$ cat src/rtl/stb_drain_ctrl_if.sv
// stb_drain_ctrl_if: data-cache request/response port shared by the drain controller and the D-cache
// master: controller side (drives req_*, receives req_ready and resp_*)
// slave: cache side (receives req_*, drives req_ready and resp_*)
interface stb_drain_ctrl_if #(
    parameter int PA_WIDTH = 32,
    parameter int N_BYTES  = 8,
    parameter int BYTE_W   = 8
);
    logic                        req_valid;
    logic                        req_ready;
    logic                        req_we;
    logic [PA_WIDTH-1:0]         req_addr;
    logic [N_BYTES*BYTE_W-1:0]   req_wdata;
    logic [N_BYTES-1:0]          req_be;
    logic                        resp_valid;
    logic                        resp_ok;
    logic [N_BYTES*BYTE_W-1:0]   resp_rdata;
    modport master (
        output req_valid, req_we, req_addr, req_wdata, req_be,
        input  req_ready, resp_valid, resp_ok, resp_rdata
    );
    modport slave (
        input  req_valid, req_we, req_addr, req_wdata, req_be,
        output req_ready, resp_valid, resp_ok, resp_rdata
    );
endinterface

$ cat src/rtl/stb_drain_ctrl.sv
// stb_drain_ctrl: arbitrates the single D-cache port between pipeline loads and store-buffer commits
// clk, rst           : clock, asynchronous active-high reset
// i_ld_* / o_ld_*    : load request, acceptance and load response toward the memory stage
// i_stb_* / o_stb_pop: oldest store-buffer line, occupancy, and retire pulse
// i_fence / o_fence_done: fence request and drained acknowledge
// c                  : D-cache request/response port (master side)
module stb_drain_ctrl #(
    parameter int PA_WIDTH   = 32,
    parameter int N_BYTES    = 8,
    parameter int BYTE_W     = 8,
    parameter int N_LINES    = 4,
    parameter int HIGH_WM    = 3,
    parameter int MAX_STARVE = 8
) (
    input  logic                              clk,
    input  logic                              rst,
    input  logic                              i_ld_valid,
    input  logic [PA_WIDTH-1:0]               i_ld_addr,
    output logic                              o_ld_ready,
    output logic                              o_ld_resp_valid,
    output logic                              o_ld_resp_ok,
    output logic [N_BYTES*BYTE_W-1:0]         o_ld_resp_data,
    input  logic                              i_stb_valid,
    input  logic [PA_WIDTH-1:0]               i_stb_addr,
    input  logic [N_BYTES*BYTE_W-1:0]         i_stb_data,
    input  logic [N_BYTES-1:0]                i_stb_be,
    input  logic [$clog2(N_LINES+1)-1:0]      i_stb_count,
    output logic                              o_stb_pop,
    input  logic                              i_fence,
    output logic                              o_fence_done,
    stb_drain_ctrl_if.master                  c
);
    localparam int CW = $clog2(N_LINES+1);
    localparam int SW = $clog2(MAX_STARVE+1);
    localparam int DW = N_BYTES*BYTE_W;
    typedef enum logic [1:0] {IDLE, REQ, WAIT} state_t;
    state_t              state, state_nx;
    logic                is_st, fence_pending;
    logic [SW-1:0]       starve_cnt;
    logic [PA_WIDTH-1:0] addr_q;
    logic [DW-1:0]       wdata_q;
    logic [N_BYTES-1:0]  be_q;
    logic                idle, store_prio, st_win, ld_win, st_grant, ld_grant, fence_ok, resp;
    assign idle       = state == IDLE;
    assign store_prio = fence_pending | (i_stb_count >= CW'(HIGH_WM)) | (starve_cnt >= SW'(MAX_STARVE));
    assign st_win     = i_stb_valid & (store_prio | !i_ld_valid);
    assign ld_win     = i_ld_valid & !fence_pending & !st_win;
    assign st_grant   = idle & st_win;
    assign ld_grant   = idle & ld_win;
    assign fence_ok   = fence_pending & idle & !i_stb_valid & (i_stb_count == '0);
    assign resp       = (state == WAIT) & c.resp_valid;
    always_ff @(posedge clk or posedge rst) begin
        if (rst) state <= IDLE;
        else     state <= state_nx;
    end
    always_comb begin
        state_nx = idle ? ((st_win | ld_win) ? REQ : IDLE)
                 : state == REQ ? (c.req_ready ? WAIT : REQ)
                 : (c.resp_valid ? IDLE : WAIT);
    end
    // Combinational grant/done are masked by rst so every output is zero the moment reset asserts.
    always_comb begin
        o_ld_ready      = !rst & ld_grant;
        o_fence_done    = !rst & fence_ok;
        c.req_valid     = state == REQ;
        c.req_we        = is_st;
        c.req_addr      = addr_q;
        c.req_wdata     = wdata_q;
        c.req_be        = be_q;
        o_ld_resp_valid = resp & !is_st;
        o_ld_resp_ok    = resp & !is_st & c.resp_ok;
        o_ld_resp_data  = (resp & !is_st) ? c.resp_rdata : '0;
        o_stb_pop       = resp & is_st & c.resp_ok;
    end
    // A failed store leaves the line in the STB; it simply wins again later, so starve_cnt is untouched.
    always_ff @(posedge clk or posedge rst) begin
        if (rst) begin
            is_st         <= 1'b0;
            addr_q        <= '0;
            wdata_q       <= '0;
            be_q          <= '0;
            fence_pending <= 1'b0;
            starve_cnt    <= '0;
        end else begin
            if (st_grant | ld_grant) begin
                is_st   <= st_grant;
                addr_q  <= st_grant ? i_stb_addr : i_ld_addr;
                wdata_q <= st_grant ? i_stb_data : '0;
                be_q    <= st_grant ? i_stb_be : '0;
            end
            fence_pending <= i_fence | (fence_pending & !fence_ok);
            starve_cnt    <= st_grant ? '0
                           : (ld_grant & i_stb_valid & (starve_cnt < SW'(MAX_STARVE))) ? starve_cnt + 1'b1
                           : starve_cnt;
        end
    end
`ifndef SYNTHESIS
    a_stb_count: assert property (@(posedge clk) disable iff (rst) !(i_stb_valid && i_stb_count == '0));
    a_resp_wait: assert property (@(posedge clk) disable iff (rst) c.resp_valid |-> state == WAIT);
`endif
endmodule

$ cat src/flat_wrapper.sv
// flat-port wrapper written by rule: the top's interface ports become plain ports
module stb_drain_ctrl_flat 
#(
    parameter int PA_WIDTH   = 32,
    parameter int N_BYTES    = 8,
    parameter int BYTE_W     = 8,
    parameter int N_LINES    = 4,
    parameter int HIGH_WM    = 3,
    parameter int MAX_STARVE = 8
)
  (clk, rst, i_ld_valid, i_ld_addr, o_ld_ready, o_ld_resp_valid, o_ld_resp_ok, o_ld_resp_data, i_stb_valid, i_stb_addr, i_stb_data, i_stb_be, i_stb_count, o_stb_pop, i_fence, o_fence_done, c_req_valid, c_req_we, c_req_addr, c_req_wdata, c_req_be, c_req_ready, c_resp_valid, c_resp_ok, c_resp_rdata);
  stb_drain_ctrl_if #(.PA_WIDTH(PA_WIDTH), .N_BYTES(N_BYTES), .BYTE_W(BYTE_W)) c_i ();
  input  logic clk;
  input  logic rst;
  input  logic i_ld_valid;
  input  logic [PA_WIDTH-1:0] i_ld_addr;
  output logic o_ld_ready;
  output logic o_ld_resp_valid;
  output logic o_ld_resp_ok;
  output logic [N_BYTES*BYTE_W-1:0] o_ld_resp_data;
  input  logic i_stb_valid;
  input  logic [PA_WIDTH-1:0] i_stb_addr;
  input  logic [N_BYTES*BYTE_W-1:0] i_stb_data;
  input  logic [N_BYTES-1:0] i_stb_be;
  input  logic [$clog2(N_LINES+1)-1:0] i_stb_count;
  output logic o_stb_pop;
  input  logic i_fence;
  output logic o_fence_done;
  output wire logic [$bits(c_i.req_valid)-1:0] c_req_valid;
  output wire logic [$bits(c_i.req_we)-1:0] c_req_we;
  output wire logic [$bits(c_i.req_addr)-1:0] c_req_addr;
  output wire logic [$bits(c_i.req_wdata)-1:0] c_req_wdata;
  output wire logic [$bits(c_i.req_be)-1:0] c_req_be;
  input wire logic [$bits(c_i.req_ready)-1:0] c_req_ready;
  input wire logic [$bits(c_i.resp_valid)-1:0] c_resp_valid;
  input wire logic [$bits(c_i.resp_ok)-1:0] c_resp_ok;
  input wire logic [$bits(c_i.resp_rdata)-1:0] c_resp_rdata;
  assign c_req_valid = c_i.req_valid;
  assign c_req_we = c_i.req_we;
  assign c_req_addr = c_i.req_addr;
  assign c_req_wdata = c_i.req_wdata;
  assign c_req_be = c_i.req_be;
  assign c_i.req_ready = c_req_ready;
  assign c_i.resp_valid = c_resp_valid;
  assign c_i.resp_ok = c_resp_ok;
  assign c_i.resp_rdata = c_resp_rdata;
  stb_drain_ctrl #(.PA_WIDTH(PA_WIDTH), .N_BYTES(N_BYTES), .BYTE_W(BYTE_W), .N_LINES(N_LINES), .HIGH_WM(HIGH_WM), .MAX_STARVE(MAX_STARVE)) u_core (.clk(clk), .rst(rst), .i_ld_valid(i_ld_valid), .i_ld_addr(i_ld_addr), .o_ld_ready(o_ld_ready), .o_ld_resp_valid(o_ld_resp_valid), .o_ld_resp_ok(o_ld_resp_ok), .o_ld_resp_data(o_ld_resp_data), .i_stb_valid(i_stb_valid), .i_stb_addr(i_stb_addr), .i_stb_data(i_stb_data), .i_stb_be(i_stb_be), .i_stb_count(i_stb_count), .o_stb_pop(o_stb_pop), .i_fence(i_fence), .o_fence_done(o_fence_done), .c(c_i));
endmodule
$ cat config.mk
export PLATFORM = sky130hd
export DESIGN_NAME = stb_drain_ctrl_flat
export DESIGN_NICKNAME = d
export VERILOG_FILES = /design/src/rtl/stb_drain_ctrl_if.sv /design/src/rtl/stb_drain_ctrl.sv /design/src/flat_wrapper.sv
export SDC_FILE = /design/constraint.sdc
export NUM_CORES = 1
export LEC_CHECK = 0
export CAP_MARGIN = 5
export CORE_AREA = 2 2 148 150
export DETAILED_ROUTE_END_ITERATION = 8
export DIE_AREA = 0 0 150 152
export GPL_TIMING_DRIVEN = 0
export PLACE_DENSITY = 0.61
export SETUP_SLACK_MARGIN = 0.05
export SLEW_MARGIN = 10
export SYNTH_ARGS = -nofsm -noshare
export SYNTH_HDL_FRONTEND = slang
export SYNTH_SLANG_ARGS = --single-unit
$ cat constraint.sdc
create_clock -name clk -period 4.9 [get_ports clk]
set_input_delay 1.225 -clock clk [delete_from_list [all_inputs] [get_ports clk]]
set_output_delay 1.225 -clock clk [all_outputs]
set_load 0.01 [all_outputs]
# [Yosys cells after proc, flatten, opt, wreduce, memory -nomap -nowiden]
# Cells that the tools add are included.
[op_classes] addsub=1 order_cmp=3 n_eq_ne=2 muxes=11 bitwise_logic=24 n_reduce_logical=10
[ops] op="$mux 64" count=2
[ops] op="$mux 32" count=1
[ops] op="$and 1x1->1" count=18
[ops] op="$mux 2" count=4
[ops] op="$mux 4" count=2
[ops] op="$mux 8" count=1
[ops] op="$logic_not 1->1" count=7
[ops] op="$or 1x1->1" count=6
[ops] op="$add 4x1->4 const B" count=1
[ops] op="$ge 4x4->1 const B" count=1
[ops] op="$lt 4x4->1 const B" count=1
[ops] op="$ge 3x2->1 const B" count=1
[ops] op="$logic_not 3->1" count=1
[ops] op="$eq 2x1->1 const B" count=1
[ops] op="$eq 2x2->1 const B" count=1
[ops] op="$logic_not 2->1" count=1
[ops] op="$reduce_bool 2->1" count=1
[ops] op="$mux 1" count=1
[totals] ff_bits=112 in_bits=211 out_inout_bits=175 word_cells=58

# [Depth between registers and ports, before layout]
# Gate-level depths: netlist of the first run.
[logic_depth] depth_word=12 depth_mapped=6 ltp_nobuf=4

# [Worst setup path after synthesis of the first run]
# No wires, ideal clock.
[synth_timing] kind="input -> output" startpoint="input i_ld_valid" endpoint="output o_ld_ready" arrival_ns=2.367 required_time_ns=3.675 path_slack_ns=1.308 stages=4 path_buffers=2 cell_sequence="or4b_1 buf_6 clkbuf_1 a211oi_1"
[synth_via] elab_chain_len=7 word_cells_on_any_way=8 classes_between="bitwise: 6; reduce/logical: 2"
[synth_rtl] item="from (decl)" line_no="flat_wrapper.sv:15" rtl="input logic i_ld_valid;"
[synth_rtl] item="$logic_not 1->1" line_no="stb_drain_ctrl.sv:46" rtl="assign st_win = i_stb_valid & (store_prio | !i_ld_valid);"
[synth_rtl] item="$or 1x1->1" line_no="stb_drain_ctrl.sv:46"
[synth_rtl] item="$and 1x1->1" line_no="stb_drain_ctrl.sv:46"
[synth_rtl] item="$logic_not 1->1" line_no="stb_drain_ctrl.sv:47" rtl="assign ld_win = i_ld_valid & !fence_pending & !st_win;"
[synth_rtl] item="$and 1x1->1 *" line_no="stb_drain_ctrl.sv:47"
[synth_rtl] item="$and 1x1->1 *" line_no="stb_drain_ctrl.sv:49" rtl="assign ld_grant = idle & ld_win;"
[synth_rtl] item="$and 1x1->1 *" line_no="stb_drain_ctrl.sv:63" rtl="o_ld_ready = !rst & ld_grant;"
[synth_rtl] item="to (decl)" line_no="flat_wrapper.sv:17" rtl="output logic o_ld_ready;"
# Mark *: on every way between the ends. The rest lies on a longest branch, timed or not.

# [Final worst setup path of the first run]
# Same ends and word-level chain as after synthesis.

==> results of run 1 <==
## cell type report
cell class                      count  share of cell area
Clock inverter                      7             0.00943
Timing Repair Buffer              386               0.406
Tap cell                          280              0.0367
Clock buffer                        9              0.0236
Sequential cell                   112               0.293
Buffer                             39              0.0202
Multi-Input combinational cell    237               0.199
Inverter                           29              0.0119
## worst max-delay path, cell delays in order
cell	delay [ns]
clkdlybuf4s50_1	0.49
or4b_1	0.45
buf_6	0.17
clkbuf_1	0.26
a211oi_1	0.28
clkdlybuf4s50_1	0.60
## worst min path at each step
stage | from | to | cells after the start
5_1_grt | u_core.c.req_wdata[58] | u_core.c.req_wdata[58] | 1
3_3_place_gp | u_core.starve_cnt[2] | u_core.starve_cnt[2] | 1
3_5_place_dp | u_core.starve_cnt[2] | u_core.starve_cnt[2] | 1
6_report | u_core.starve_cnt[2] | u_core.starve_cnt[2] | 1
4_1_cts | u_core.starve_cnt[2] | u_core.starve_cnt[2] | 1
2_1_floorplan | u_core.starve_cnt[2] | u_core.starve_cnt[2] | 1
## cells by family after synthesis
kind of cell	share of synthesized area
compound gates	0.231
fa+ha+maj	0.00501
buf+inv	0.0598
flops	0.561
mux	0.0383
simple gates	0.105
## state kept, by name, indices dropped and copies added (netlist names)
signal                cells
u_core.c.req_wdata       64
u_core.c.req_we           1
u_core.state              2
u_core.c.req_be           8
u_core.fence_pending      1
u_core.starve_cnt         4
u_core.c.req_addr        32
## metrics by stage
step	setup TNS (ns)	cell area, sq um	hold WS (ns)	utilization
2_1_floorplan	0	5000	0.464	-
3_3_place_gp	-148.40	9200	0.479	0.431
3_5_place_dp	-0.00281	9240	0.488	0.433
4_1_cts	0	9550	0.506	0.447
5_1_grt	0	9550	0.523	0.447
6_report	0	9550	0.502	0.447
## routing by layer
metal  GRT usage  share of wire  wire (um)  vias up
met2       0.282           0.49       9730      197
met1       0.209           0.42       8220     2278
met3      0.0426          0.072       1420       22
met4      0.0557          0.018        357        2
li1            -              -          -     2328
met5           0        0.00056         11        -
## power breakdown
part / internal, mW / total [mW] / switching (mW)
registers: 1.35 / 1.59 / 0.243
logic: 1.30 / 2.14 / 0.833
clock network: 0.373 / 0.781 / 0.408
total: 3.02 / 4.51 / 1.48
## cells in the final DEF, fill, tap and decap left out, types with 3 or more instances in the layout
master           count
mux2_2              13
nor4_1               3
clkbuf_1            23
dfrtp_1            112
clkbuf_16            9
mux2_4               3
a21o_1               4
a22o_1              73
nand2b_1             3
nand2_1              4
a221o_1             24
buf_2                5
a211oi_1            26
inv_8                3
clkdlybuf4s50_1    385
and2_1              64
buf_4                6
inv_1               28
==> out/metrics.csv, run 1 <==
metric,value,unit
outcome,"finished, final reports clean",
Rows,54,
dpl ws,-0.00281,ns
Pins Over Slew Limit,0,
Routed Wire Length,19700,um
"Seq/Total Area, Yosys",0.561,
final hold violation count,0,
Die H,152,um
post-CTS setup buffers,0,
Initial Utilization,0.234,
clk_lat worst skew,0.36,ns
detailed placement HPWL,15500,um
vias in the first global route,4727,
path depth of the worst reg2reg path,5,
PwrDens,472,nW/um^2
CP Max Fanout,10,
drt wl/cell,18.0,um
max-cap violations,0,
Min-Delay Path Class,reg -> reg,
post-route insts no fill,1099,
DIE AREA,22800,sq um
Synth Register Bits,112,
Slew HR,0.409,
First-pass DRT Iterations,4,
peak supply drop,254,uV
Port Buf Inserts,385,
final setup fails,0,
GRT Util Overall,0.168,
via count,4827,
largest net degree at the start of global routing,70,
CP required,3.67,ns
post-synth top area cell,dfrtp_1,
RSZ-0062 raised after global routing,no,
Final Skew,0.00918,ns
fin crit period,4.70,ns
fill count,2047,
post_cts resized,1,
Synth Flop Type,dfrtp_1,
core area,21400,sq um
Ant. Diodes,0,
CTS tree,yes,
H-tree Lvls,3,
antenna violations before repair,1,
# IOs,386,
Netlist Area Pre-Place,5000,sq um
Synth cell types,33,
Hold Buf Count CTS,0,
"Net Count, Synth",630,
Yosys Warn Count,0,
crit path kind,in -> out,
synth cell count leaders,"112 x dfrtp_1, 73 x a22o_1, 64 x and2_1, 29 x inv_1, 26 x a211oi_1",
Critical Path Sink,o_ld_ready,
Cells after DPL,1083,
Setup crit end kind,output port,
Vias per Instance,4.39,
DRC errors left,0,
Area growth syn-to-layout,91.1,%
CP arrival,3.48,ns
top post-synthesis cells by area,"dfrtp_1 56%, a22o_1 13%, and2_1 8.0%",
final period utilization,0.960,
total gr overflow,0,
leakage,3.97,nW
fin worst setup slack,0.198,ns
Detailed Route Iter0 Violations,240,
Power Total,4.51,mW
post-synth top area share,0.561,
Die W,150,um
Startpoint Class,input pin,
Post-layout nets,1027,
FMAX,213,MHz
Final Wtd Congestion,0.795,
most numerous cell in the Yosys netlist,dfrtp_1,
CTS Root Cell,clkbuf_16,
Sink Count,112,
synthesized netlist cell count,417,
R2R Path End,u_core.c.req_wdata[57],
Synth async-reset ratio,1.00,
"CTS clk-pin slew, worst paths",0.08,ns
Worst Setup SP,i_ld_valid,
slew of the pin with the lowest slew margin,0.881,ns
RR Startpoint,u_core.fence_pending,
first-pass GRT wire length,29200,um
Avg Inst Size Synth,12.0,sq um
"EDFF count, synth",0,
share of post-route cells with drive strength above 1,0.0623,
CTS buffer count,9,
Routed Antenna Nets,0,
R2R setup slack,2.53,ns
multi-input logic area,1900,sq um
clk buf depth,2,
register area,2800,sq um
No activity file was read; power rests on OpenSTA's default activity.
==> run 2, diff against run 1 <==
--- a/config.mk
+++ b/config.mk
@@ -6,12 +6,14 @@
 export NUM_CORES = 1
 export LEC_CHECK = 0
 export CAP_MARGIN = 5
-export CORE_AREA = 2 2 148 150
+export CORE_AREA = 2 2 150 152
 export DETAILED_ROUTE_END_ITERATION = 8
-export DIE_AREA = 0 0 150 152
+export DIE_AREA = 0 0 152 154
+export DONT_BUFFER_PORTS = 1
 export GPL_TIMING_DRIVEN = 0
-export PLACE_DENSITY = 0.61
+export PLACE_DENSITY = 0.37
 export SETUP_SLACK_MARGIN = 0.05
+export SKIP_LAST_GASP = 1
 export SLEW_MARGIN = 10
 export SYNTH_ARGS = -nofsm -noshare
 export SYNTH_HDL_FRONTEND = slang
==> run 2 against run 1 <==
Effect of this change: maximum frequency rose by 18%; final cell count decreased by 35%; clock power increased by 3.7%; clock-buffer cell count is the same; sequential share of layout area grew 20 points; via count is 27% lower; clock skew up 0.0029 ns; wire length is 12% lower; largest cell class is now registers; highest routed layer is now met4.
==> out/metrics.csv, run 2 (same netlist as run 1, synthesis figures left out) <==
metric,value,unit,change
outcome,"finished, final reports clean",,
Detailed Route Iter0 Violations,196,,-18%
"CTS clk-pin slew, worst paths",0.07,ns,about the same
antenna violations before repair,2,,+1
Post-layout nets,642,,-37%
Hold Slack,0.496,ns,-0.00607 ns
detailed placement HPWL,13300,um,-14%
R2R Path End,u_core.state[0],,
number of flip-flops in the largest register,64,,unchanged
Vias per Instance,4.94,,+12%
CP Cell Sequence,or4b_1 > buf_6 > clkbuf_1 > a211oi_1,,
"commonest non-fill, non-tap cell in the layout",dfrtp_1,,
# IOs,386,,unchanged
Post-DP Area,5380,sq um,-42%
core area,21700,sq um,+1.6%
CTS buffer count,9,,unchanged
crit path kind,in -> out,,
Critical Path Sink,o_ld_ready,,
post-route insts no fill,714,,-35%
total gr overflow,0,,unchanged
fin worst setup slack,0.920,ns,+0.722 ns
clk buf depth,2,,unchanged
GRT Util Overall,0.140,,-0.0285
slew of the pin with the lowest slew margin,0.827,ns,-0.0538 ns
PwrDens,628,nW/um^2,+33%
most frequent cells in the layout,"112 x dfrtp_1, 73 x a22o_1, 64 x and2_1, 28 x inv_1, 26 x a211oi_1",,
Final Skew,0.0121,ns,+0.00292 ns
Final Wtd Congestion,0.776,,-2.5%
final setup fails,0,,unchanged
post_cts resized,0,,-1
Cells after DPL,698,,-36%
Routed Antenna Nets,0,,unchanged
DRC errors left,0,,unchanged
Hold Buf Count CTS,0,,unchanged
RR Startpoint,u_core.fence_pending,,
"CP delay by family, top",compound AO/OA/AOI/OAI gates,,
Power Total,3.59,mW,-20%
largest net degree at the start of global routing,64,,-8.6%
path depth of the worst reg2reg path,5,,unchanged
Ant. Diodes,0,,unchanged
final core utilization,0.263,,-0.184
Slew HR,0.449,,+0.0398
CP max stage cell,a211oi_1,,
clk_lat worst skew,0.35,ns,about the same
CP Max Fanout,10,,unchanged
CTS Root Cell,clkbuf_16,,
CP arrival,2.75,ns,-0.73 ns
share of post-route cells with drive strength above 1,0.113,,+0.0506
DIE AREA,23400,sq um,+2.7%
Pins Over Slew Limit,0,,unchanged
leakage,2.51,nW,-37%
Die W,152,um,+1.3%
Routed Wire Length,17300,um,-12%
Die H,154,um,+1.3%
CP required,3.67,ns,about the same
Sink Count,112,,unchanged
final hold violation count,0,,unchanged
GR Layer Usage met2,0.207,,-0.0755
max-cap violations,0,,unchanged
drt wl/cell,24.2,um,+35%
Rows,54,,unchanged
post-route cell area,5710,sq um,-40%
H-tree Lvls,3,,unchanged
dpl ws,0.944,ns,+0.947 ns
Port Buf Inserts,0,,-100%
met1 Usage GRT,0.191,,-0.0189
critical path depth,4,,-2
final period utilization,0.812,,-0.147
GRT busiest layer,met2,,
via count,3526,,-27%
First-pass DRT Iterations,4,,unchanged
Crit path buffers/inverters,2,,-2
max incr delay on CP,0.64,ns,+0.04 ns
FMAX,251,MHz,+18%
met3 usage,0.0459,,+0.00330
R2R setup slack,2.33,ns,-0.20 ns
Initial Utilization,0.230,,-0.00365
fin crit period,3.98,ns,-0.722 ns
peak supply drop,225,uV,-11%
first-pass GRT wire length,24900,um,-15%
Worst Setup SP,i_ld_valid,,
RSZ-0062 raised after global routing,no,,
post-CTS setup buffers,0,,unchanged
Min-Delay Path Class,reg -> reg,,
CTS tree,yes,,
vias in the first global route,3680,,-22%
setup tns final,0,ns,unchanged
Setup crit end kind,output port,,
Area growth syn-to-layout,14.2,%,
Startpoint Class,input pin,,
## run 2: changes by cell type in the layout (fill, tap and decap cells not counted), sizes merged
cell / change
bufinv: +2
clkdlybuf4s50: -385
clkinv: -1
inv: -1
## run 2: worst reg2reg max path, stage by stage (launching register included)
cell	delay [ns]
dfrtp_1	0.41
nor2b_1	0.11
o21ai_1	0.64
clkbuf_1	0.58
clkbuf_1	0.52
o21ai_0	0.17
## run 2: cell type report
| cell class | count | area [sq um] |
|---|---|---|
| multi-input cells | 237 | 1900 |
| inverters | 29 | 114 |
| fillers | 2270 | 16000 |
| repair buffers | 1 | 27.5 |
| plain buffers | 39 | 190 |
| clock inverters | 7 | 101 |
| well taps | 280 | 350 |
| clock buffers | 9 | 225 |
| flip-flops and latches | 112 | 2800 |
## run 2: where the power goes
part | switching [mW] | total, mW | internal [mW]
Clock | 0.355 | 0.810 | 0.455
Combinational | 0.411 | 0.883 | 0.472
Sequential | 0.543 | 1.89 | 1.35
Total | 1.31 | 3.59 | 2.28
## run 2: worst min path at each step
stage                    startpoint              endpoint  slack, ns  depth (start not counted)
3_5_place_dp   u_core.starve_cnt[2]  u_core.starve_cnt[2]       0.48                          1
2_1_floorplan  u_core.starve_cnt[2]  u_core.starve_cnt[2]       0.46                          1
5_1_grt        u_core.starve_cnt[3]  u_core.starve_cnt[3]       0.54                          2
4_1_cts        u_core.starve_cnt[2]  u_core.starve_cnt[2]       0.50                          1
3_3_place_gp   u_core.starve_cnt[2]  u_core.starve_cnt[2]       0.48                          1
6_report       u_core.starve_cnt[2]  u_core.starve_cnt[2]       0.50                          1
## run 2: per-layer routing
metal / vias up / share of wire
met4: 0 / 0.024
met1: 1774 / 0.44
met2: 189 / 0.46
met5: - / 0
met3: 22 / 0.072
li1: 1541 / -
